[src/rtl/shift_deserializer.sv]
// Serial-to-parallel receiver: assembles N-bit words from an enabled bit stream
// and presents them on a valid/ready output register with sticky error flags.
module shift_deserializer #(
  parameter int unsigned N         = 4,
  parameter bit          MSB_FIRST = 1'b1
) (
  input  logic         clk,
  input  logic         reset,
  input  logic         E,
  input  logic         w,
  input  logic         start,
  input  logic         out_ready,
  output logic [N-1:0] data_out,
  output logic         out_valid,
  output logic         busy,
  output logic         frame_err,
  output logic         overrun
);

  localparam int unsigned CW = $clog2(N);

  typedef enum logic {IDLE, RECV} state_t;

  state_t         state_q, state_d;
  logic [N-1:0]   sr_q, sr_d;
  logic [N-1:0]   data_q, data_d;
  logic [CW-1:0]  cnt_q, cnt_d;
  logic           valid_q, valid_d;
  logic           ferr_q, ferr_d;
  logic           ovr_q, ovr_d;
  logic [N-1:0]   shifted_c;
  logic [N-1:0]   first_c;

  // Shift register continuation and fresh bit-0 image for the chosen bit order.
  always_comb begin
    if (MSB_FIRST) begin
      shifted_c = {sr_q[N-2:0], w};
      first_c   = {{(N-1){1'b0}}, w};
    end else begin
      shifted_c = {w, sr_q[N-1:1]};
      first_c   = {w, {(N-1){1'b0}}};
    end
  end

  // Next-state and datapath update.
  always_comb begin
    state_d = state_q;
    sr_d    = sr_q;
    data_d  = data_q;
    cnt_d   = cnt_q;
    valid_d = valid_q;
    ferr_d  = ferr_q;
    ovr_d   = ovr_q;

    if (valid_q && out_ready) begin
      valid_d = 1'b0;
    end

    case (state_q)
      IDLE: begin
        if (E && start) begin
          sr_d    = first_c;
          cnt_d   = CW'(1);
          state_d = RECV;
        end
      end
      RECV: begin
        if (E) begin
          if (start) begin
            // Restart wins over completion: drop the partial word.
            ferr_d = 1'b1;
            sr_d   = first_c;
            cnt_d  = CW'(1);
          end else if (cnt_q == CW'(N - 1)) begin
            sr_d    = shifted_c;
            data_d  = shifted_c;
            valid_d = 1'b1;
            cnt_d   = '0;
            state_d = IDLE;
            if (valid_q && !out_ready) begin
              ovr_d = 1'b1;
            end
          end else begin
            sr_d  = shifted_c;
            cnt_d = cnt_q + CW'(1);
          end
        end
      end
      default: state_d = IDLE;
    endcase
  end

  // State and output registers.
  always_ff @(posedge clk) begin
    if (reset) begin
      state_q <= IDLE;
      sr_q    <= '0;
      data_q  <= '0;
      cnt_q   <= '0;
      valid_q <= 1'b0;
      ferr_q  <= 1'b0;
      ovr_q   <= 1'b0;
    end else begin
      state_q <= state_d;
      sr_q    <= sr_d;
      data_q  <= data_d;
      cnt_q   <= cnt_d;
      valid_q <= valid_d;
      ferr_q  <= ferr_d;
      ovr_q   <= ovr_d;
    end
  end

  assign data_out  = data_q;
  assign out_valid = valid_q;
  assign busy      = (state_q == RECV);
  assign frame_err = ferr_q;
  assign overrun   = ovr_q;

endmodule

[config.mk]
export PLATFORM = sky130hd
export DESIGN_NAME = shift_deserializer
export DESIGN_NICKNAME = d
export VERILOG_FILES = /design/src/rtl/shift_deserializer.sv
export SDC_FILE = /design/constraint.sdc
export NUM_CORES = 1
export LEC_CHECK = 0
export BUFFER_PORTS_ARGS = -buffer_cell sky130_fd_sc_hd__buf_2
export CORE_AREA = 4 4 41 43
export DETAILED_ROUTE_END_ITERATION = 6
export DIE_AREA = 0 0 45 47
export SYNTH_ARGS = -nofsm -noshare
export SYNTH_HDL_FRONTEND = slang
export SYNTH_SLANG_ARGS = --single-unit
export TNS_END_PERCENT = 10
[constraint.sdc]
create_clock -name clk -period 1.5 [get_ports clk]
set_input_delay 0.15 -clock clk [delete_from_list [all_inputs] [get_ports clk]]
set_output_delay 0.15 -clock clk [all_outputs]
set_load 0.1 [all_outputs]
==> flow_metrics.py, run 1 <==
metrics = {
    "logic_synthesis": {
        "synth_top_area_frac": 0.487,
        "synth_largest_area_cell": "dfxtp_1",
        "synth_seq_area_share": 0.487,
        "syn-mean-instance-area_um2": 10.9,
        "syn_area_um2": 534,
        "postSynthCellCount": 49,
        "synth_cell_types": 18,
        "syn_nets": 56,
        "yosysWarnings": 0,
        "yosys-top-cells-area": "dfxtp_1, nand2b_1, mux2i_1",
        "synth-seq-cells": 13,
    },
    "worst_setup_path": {
        "crit_path_buffers_inverters": 1,
        "regToRegStartpoint": "cnt_q[0]$_SDFFE_PP0P_",
        "crit_family": "buffers and inverters",
        "r2r_end": "overrun$_SDFFE_PP0P_",
        "cp-startpoint": "busy$_SDFF_PP0_",
        "critical_path_depth": 1,
        "end_kind": "output port",
        "path_cells": "buf_2",
        "r2r.worst_path.cells": 3,
        "start_kind": "register",
        "critical-path-slowest-cell": "buf_2",
        "register_to_register_setup_slack_ns": 0.44,
        "maximum_cell_stage_delay_along_the_critical_path_ns": 0.45,
        "crit_type": "reg2out",
        "crit_fanout": 7,
        "worstSetupEndpoint": "busy",
        "critical_path_arrival_ns": 1.12,
        "worstPathRequired_ns": 1.35,
    },
    "power_and_ir_drop": {
        "ir_worst_vdd_uv": 725,
        "power.density_cell_area_nw_per_um2": 1000,
        "total_leakage_power_nw": 0.302,
    },
    "place": {
        "place_congestion": 0.664,
        "hpwl_um": 654,
        "place.port_buffers": 13,
    },
    "floorplan": {
        "start_util": 0.411,
        "design.die.area_um2": 2120,
        "ioPinCount": 14,
        "die-height_um": 47,
        "num_rows": 13,
        "core_area_um2": 1300,
        "chipWidth_um": 45,
    },
    "global_route": {
        "number_of_antenna_violations_at_the_first_check_in_global_routing": 0,
        "globalRoute.totalOverflow": 0,
        "first_global_vias": 346,
        "grt_pass1_wl_um": 1480,
        "globalRouteTotalUtil": 0.105,
        "grt_max_degree": 18,
    },
    "clock_network": {
        "cts_hold_buffers": 0,
        "cell_at_the_root_of_the_clock_tree": "clkbuf_4",
        "insertion_delay_of_the_later_clocked_pin_in_the_worst_skew_pair_ns": 0.27,
        "cts-root-to-sink-buffers": 2,
        "post_cts_resize_count": 0,
        "tritoncts.num_buffers": 3,
        "postCtsSetupBuffers": 0,
        "clkTransAtPathRegs_ns": 0.08,
        "cts_sinks": 13,
        "htreeDepth": 1,
        "tritoncts": "done",
    },
    "timing": {
        "finalHoldWorstSlack_ns": 0.156,
        "final_worst_path_cycle_share": 0.849,
        "maxSlewHeadroom": 0.676,
        "worst_pin_slew_ns": 0.490,
        "final.setup.tns_ns": 0,
        "rsz_0062_raised_after_global_routing": "no",
        "setup_violations": 0,
        "final_hold_viol_count": 0,
        "worst_clock_skew_ns": 0.00291,
        "slew_viol_final": 0,
        "fmaxAchievable_mhz": 785,
        "min_period_ns": 1.27,
    },
    "routing": {
        "initialDrtViolationCount": 6,
        "post-route-drc-count": 0,
        "route.vias.total": 371,
        "drtAntennaViolNets": 0,
        "detail_route.wirelength_um": 903,
        "routed_via_density": 4.70,
        "post_drt_wl_per_cell_um": 11.4,
        "first_pass_iters": 4,
    },
    "outcome": {
        "run_status": "finished clean",
    },
    "min_path": {
        "hold_path_class": "in2reg",
    },
    "cells_and_area": {
        "fin_nets": 72,
        "final_util": 0.488,
        "diodes": 0,
        "synthToLayoutAreaGrowth_pct": 19.0,
        "final_layout_size_suffix_gt1_frac": 0.328,
    },
    "flow_run": {
        "max_cap_violations": 0,
    },
}
==> synth_stat cells <==
cell	n
o22ai_1	3
o31ai_2	1
o21a_2	1
nand3b_1	1
a22o_1	1
nand4b_4	1
ha_1	1
nand2b_1	11
nor2b_1	1
nand2_1	1
a21oi_1	2
nor2_1	2
buf_2	2
dfxtp_1	13
a31oi_1	1
mux2i_1	5
nand4b_1	1
a21bo_2	1
==> worst min-delay path by stage <==
stage,from,to,slack (ns),cells past startpoint
finish,start,busy$_SDFF_PP0_,0.16,3
global route,start,busy$_SDFF_PP0_,0.18,3
floorplan,start,busy$_SDFF_PP0_,0.29,2
CTS,start,busy$_SDFF_PP0_,0.15,3
global placement,start,busy$_SDFF_PP0_,0.44,3
detailed placement,start,busy$_SDFF_PP0_,0.44,3
==> area by class of cell <==
| type | instances | area [um2] |
|---|---|---|
| sequential | 13 | 262 |
| tap | 15 | 18.8 |
| timing repair buffer | 13 | 65.1 |
| fill | 139 | 666 |
| multi-input combinational | 34 | 264 |
| clock buffer | 4 | 26.3 |
==> metal layers <==
metal  part of all wire  global-route usage  wire length (um)
met2               0.38               0.130               344
met4              0.010              0.0526                 9
met3              0.091              0.0690                82
met5                  0                   0                 0
met1               0.52               0.137               467
==> power by group <==
group	total [mW]	leakage [nW]	internal, mW	switching [mW]
logic	0.0657	0.182	0.0245	0.0412
registers	0.359	0.106	0.353	0.00657
clock network	0.213	0.0150	0.103	0.110
total	0.638	0.302	0.480	0.158
==> registers in the layout, indices dropped and copies added, names as in the netlist <==
register	count
data_out	4
overrun	1
sr_q	3
frame_err	1
busy	1
out_valid	1
cnt_q	2
==> per-stage QoR <==
step | worst slack, ns | instances | cell area (um2) | total power [mW]
after floorplan | 0.131 | 49 | 536 | 0.419
after global placement | 0.473 | 75 | 609 | 0.435
after detailed placement | 0.435 | 75 | 609 | 0.434
after CTS | 0.209 | 79 | 636 | 0.652
after global routing | 0.172 | 79 | 636 | 0.673
final | 0.226 | 79 | 636 | 0.638
==> cell usage in the layout, fill, tap and decap left out, types with 2 or more instances in the layout <==
cell	n
a21oi_1	2
buf_2	13
clkbuf_4	3
dfxtp_1	12
mux2i_1	5
nand2b_1	11
nor2_1	2
o22ai_1	3
==> cells by family after synthesis <==
group	share of synthesized area
compound gates	0.141
flops	0.487
mux	0.0937
buf+inv	0.0187
simple gates	0.237
fa+ha+maj	0.0234
Note: power is estimated with default switching activity, not from simulation.
==> run 2, diff against run 1 <==
Clock period 1.5 ns to 1.3 ns, I/O delays scaled along.
==> flow_metrics.py, run 2 (synthesis results as in run 1) <==
metrics = {
    "routing": {
        "routed_via_density": 4.67,
        "post-route-drc-count": 0,
        "post_drt_wl_per_cell_um": 11.6,
        "drtAntennaViolNets": 0,
        "first_pass_iters": 3,
        "initialDrtViolationCount": 5,
        "detail_route.wirelength_um": 913,
        "route.vias.total": 369,
    },
    "timing": {
        "setup_violations": 0,
        "final_worst_path_cycle_share": 0.967,
        "final_hold_viol_count": 0,
        "maxSlewHeadroom": 0.677,
        "rsz_0062_raised_after_global_routing": "no",
        "fmaxAchievable_mhz": 796,
        "slew_viol_final": 0,
        "final.setup.tns_ns": 0,
        "worst_pin_slew_ns": 0.487,
        "min_period_ns": 1.26,
        "worst_clock_skew_ns": 0.00361,
    },
    "cells_and_area": {
        "layout.cells.most_common_list": "buf_2, nand2b_1, dfxtp_1",
        "fillerInstances": 128,
        "final_layout_size_suffix_gt1_frac": 0.344,
        "largest_register_ffs": 4,
        "fin_nets": 72,
        "final_util": 0.489,
        "diodes": 0,
        "synthToLayoutAreaGrowth_pct": 19.2,
        "final_common_cell": "buf_2",
    },
    "clock_network": {
        "clkTransAtPathRegs_ns": 0.08,
        "htreeDepth": 1,
        "cts_sinks": 13,
        "cts_hold_buffers": 0,
        "tritoncts.num_buffers": 3,
        "insertion_delay_of_the_later_clocked_pin_in_the_worst_skew_pair_ns": 0.27,
        "cell_at_the_root_of_the_clock_tree": "clkbuf_4",
        "postCtsSetupBuffers": 0,
        "cts-root-to-sink-buffers": 2,
        "post_cts_resize_count": 0,
        "tritoncts": "done",
    },
    "floorplan": {
        "start_util": 0.411,
        "chipWidth_um": 45,
        "core_area_um2": 1300,
        "design.die.area_um2": 2120,
        "die-height_um": 47,
        "ioPinCount": 14,
        "num_rows": 13,
    },
    "global_route": {
        "number_of_antenna_violations_at_the_first_check_in_global_routing": 0,
        "grt_pass1_wl_um": 1440,
        "globalRoute.totalOverflow": 0,
        "globalRouteTotalUtil": 0.101,
        "grt_max_degree": 18,
        "first_global_vias": 334,
    },
    "worst_setup_path": {
        "start_kind": "register",
        "crit_fanout": 7,
        "worstPathRequired_ns": 1.17,
        "crit_family": "buffers and inverters",
        "end_kind": "output port",
        "critical-path-slowest-cell": "buf_2",
        "maximum_cell_stage_delay_along_the_critical_path_ns": 0.45,
        "critical_path_arrival_ns": 1.13,
        "crit_path_buffers_inverters": 1,
        "crit_type": "reg2out",
        "path_cells": "buf_2",
    },
    "power_and_ir_drop": {
        "ir_worst_vdd_uv": 577,
        "power.density_cell_area_nw_per_um2": 1150,
        "total_leakage_power_nw": 0.303,
        "pnr_total_power_mw": 0.733,
    },
    "outcome": {
        "run_status": "finished clean",
    },
    "min_path": {
        "hold_path_class": "in2reg",
    },
    "place": {
        "hpwl_um": 641,
        "place.port_buffers": 13,
        "place_congestion": 0.663,
    },
    "flow_run": {
        "max_cap_violations": 0,
    },
}
==> run 2: layout make-up <==
cell class / instances / area [um2] / share of cell area
multi-input cells: 34 / 264 / 0.415
flip-flops and latches: 13 / 263 / 0.413
repair buffers: 13 / 65.1 / 0.102
clock buffers: 4 / 26.3 / 0.0413
well taps: 15 / 18.8 / 0.0295
==> run 2: per-layer routing <==
metal,routed length [um],part of all wire,vias to the layer above,track usage
li1,-,-,203,-
met1,509,0.56,153,0.139
met2,334,0.37,11,0.113
met3,59,0.065,2,0.0460
met4,9,0.0099,0,0.0877
met5,0,0,-,0
==> run 2: worst paths after layout <==
check / from / endpoint / slack [ns] / depth (start not counted)
max: busy$_SDFF_PP0_ / busy / 0.04 / 1
min: start / busy$_SDFF_PP0_ / 0.14 / 3
max reg2reg: cnt_q[0]$_SDFFE_PP0P_ / overrun$_SDFFE_PP0P_ / 0.22 / 3
min reg2reg: frame_err$_SDFFE_PP0P_ / frame_err$_SDFFE_PP0P_ / 0.47 / 2
==> run 2: metrics by stage <==
stage | hold slack [ns] | instance area, um2 | setup slack (ns) | std cells
6_report | 0.138 | 637 | 0.0433 | 79
2_1_floorplan | 0.266 | 537 | 0.0570 | 49
5_1_grt | 0.164 | 637 | 0.00115 | 79
4_1_cts | 0.129 | 637 | 0.0296 | 79
3_5_place_dp | 0.424 | 611 | 0.223 | 75
3_3_place_gp | 0.424 | 611 | 0.274 | 75
==> run 2: tightest hold or removal path, delay by kind of cell <==
| kind | cells | cell delay (ns) |
|---|---|---|
| buf+inv | 1 | 0.13 |
| simple gates | 1 | 0.06 |
| compound gates | 1 | 0.05 |
==> run 2: power by group <==
group	total, mW	leakage, nW	switching, mW	internal [mW]
Combinational	0.0764	0.182	0.0479	0.0285
Sequential	0.415	0.106	0.00781	0.407
Clock	0.241	0.0150	0.123	0.119
==> run 3, diff against run 2 <==
Settings changed: REMOVE_ABC_BUFFERS set to 1.
==> flow_metrics.py, run 3 (synthesis results as in run 1) <==
metrics = {
    "floorplan": {
        "core_area_um2": 1300,
        "die-height_um": 47,
        "chipWidth_um": 45,
        "design.die.area_um2": 2120,
        "ioPinCount": 14,
        "start_util": 0.411,
        "num_rows": 13,
    },
    "cells_and_area": {
        "fillerInstances": 133,
        "largest_register_ffs": 4,
        "diodes": 0,
        "layout.cells.most_common_list": "dfxtp_1, buf_2, nand2b_1",
        "final_layout_size_suffix_gt1_frac": 0.313,
        "final_common_cell": "dfxtp_1",
        "synthToLayoutAreaGrowth_pct": 21.5,
        "fin_nets": 72,
        "design_area_um2": 649,
        "final_util": 0.499,
    },
    "place": {
        "detailed_place.area_um2": 623,
        "place.port_buffers": 13,
        "place_congestion": 0.632,
    },
    "worst_setup_path": {
        "path_cells": "buf_2",
        "crit_type": "reg2out",
        "crit_fanout": 2,
        "register_to_register_setup_slack_ns": 0.20,
        "maximum_cell_stage_delay_along_the_critical_path_ns": 0.43,
        "worstPathRequired_ns": 1.17,
        "regToRegStartpoint": "cnt_q[0]$_SDFFE_PP0P_",
        "critical-path-slowest-cell": "buf_2",
        "start_kind": "register",
        "crit_family": "buffers and inverters",
        "r2r_end": "overrun$_SDFFE_PP0P_",
        "critical_path_arrival_ns": 1.04,
        "r2r.worst_path.cells": 3,
        "end_kind": "output port",
        "crit_path_buffers_inverters": 1,
    },
    "clock_network": {
        "tritoncts": "done",
        "insertion_delay_of_the_later_clocked_pin_in_the_worst_skew_pair_ns": 0.28,
        "clkTransAtPathRegs_ns": 0.08,
        "tritoncts.num_buffers": 3,
        "post_cts_resize_count": 0,
        "cts_hold_buffers": 0,
        "cts-root-to-sink-buffers": 2,
        "postCtsSetupBuffers": 0,
        "cell_at_the_root_of_the_clock_tree": "clkbuf_4",
        "cts_sinks": 13,
        "htreeDepth": 1,
    },
    "timing": {
        "min_period_ns": 1.17,
        "final_worst_path_cycle_share": 0.902,
        "maxSlewHeadroom": 0.677,
        "worst_clock_skew_ns": 0.00274,
        "rsz_0062_raised_after_global_routing": "no",
        "final_hold_viol_count": 0,
        "slew_viol_final": 0,
        "fmaxAchievable_mhz": 853,
        "worst_pin_slew_ns": 0.488,
        "finalHoldWorstSlack_ns": 0.134,
        "setup_violations": 0,
    },
    "min_path": {
        "startpoint_of_the_tightest_hold_check_path": "w",
        "hold_path_class": "in2reg",
        "worstHoldEndpoint": "data_out[0]$_SDFFE_PP0P_",
        "whs_path_depth": 3,
    },
    "global_route": {
        "grt.busiest_layer": "met2",
        "globalRoute.totalOverflow": 0,
        "grt_pass1_wl_um": 1530,
        "number_of_antenna_violations_at_the_first_check_in_global_routing": 0,
        "grt_max_degree": 18,
        "globalRouteTotalUtil": 0.104,
        "grt.met1_usage": 0.120,
        "global_route.usage.met3": 0.0536,
        "globalRouteMet2Util": 0.141,
        "first_global_vias": 343,
    },
    "routing": {
        "initialDrtViolationCount": 3,
        "detail_route.wirelength_um": 931,
        "post-route-drc-count": 0,
        "first_pass_iters": 2,
        "drtAntennaViolNets": 0,
        "routed_via_density": 4.97,
        "post_drt_wl_per_cell_um": 11.8,
        "route.vias.total": 393,
    },
    "power_and_ir_drop": {
        "ir_worst_vdd_uv": 532,
        "power.density_cell_area_nw_per_um2": 1150,
        "total_leakage_power_nw": 0.306,
        "pnr_total_power_mw": 0.747,
    },
    "flow_run": {
        "max_cap_violations": 0,
    },
    "outcome": {
        "run_status": "finished clean",
    },
}
==> run 3: cell types whose count changed in the layout (fill, tap and decap cells not counted) <==
cell / previous run / this run
dfxtp_2: 2 / 0
buf_12: 0 / 1
buf_2: 13 / 12
dfxtp_1: 11 / 13
==> run 3: worst max-delay path by stage <==
stage                     depth (start not counted)              endpoint  slack [ns]                startpoint
after floorplan                                   2  overrun$_SDFFE_PP0P_       -0.33           busy$_SDFF_PP0_
after global placement                            3  overrun$_SDFFE_PP0P_        0.23     cnt_q[0]$_SDFFE_PP0P_
after CTS                                         1           data_out[1]        0.11  data_out[1]$_SDFFE_PP0P_
after global routing                              1           data_out[1]        0.07  data_out[1]$_SDFFE_PP0P_
after detailed placement                          3  overrun$_SDFFE_PP0P_        0.23     cnt_q[0]$_SDFFE_PP0P_
final                                             1             frame_err        0.13    frame_err$_SDFFE_PP0P_
==> run 3: worst reg2reg max path, delay by kind of cell, from the launching register on <==
| kind | cells | cell delay, ns |
|---|---|---|
| compound gates | 1 | 0.26 |
| flops | 1 | 0.36 |
| fa+ha+maj | 1 | 0.22 |
| simple gates | 1 | 0.18 |
==> run 3: cell type report <==
type / count / area [um2] / area share
clock buffers: 4 / 26.3 / 0.0405
well taps: 15 / 18.8 / 0.0289
repair buffers: 13 / 80.1 / 0.123
flip-flops and latches: 13 / 260 / 0.401
multi-input cells: 34 / 264 / 0.407
==> run 3: routing by layer <==
layer / vias to the layer above / wire (um)
met5: - / 0
met4: 0 / 33
met3: 5 / 79
met2: 11 / 384
met1: 170 / 433
li1: 207 / -
==> run 3: stage by stage <==
| stage | setup slack, ns | TNS [ns] | instances |
|---|---|---|---|
| finish | 0.127 | 0 | 79 |
| global route | 0.0740 | 0 | 79 |
| CTS | 0.113 | 0 | 79 |
| detailed placement | 0.229 | 0 | 75 |
| global placement | 0.228 | 0 | 75 |
| floorplan | -0.334 | -3.31 | 47 |
==> run 3: power by group <==
group / internal, mW / switching, mW / total (mW)
clock: 0.119 / 0.131 / 0.250
sequential: 0.407 / 0.00912 / 0.416
combinational: 0.0345 / 0.0468 / 0.0813
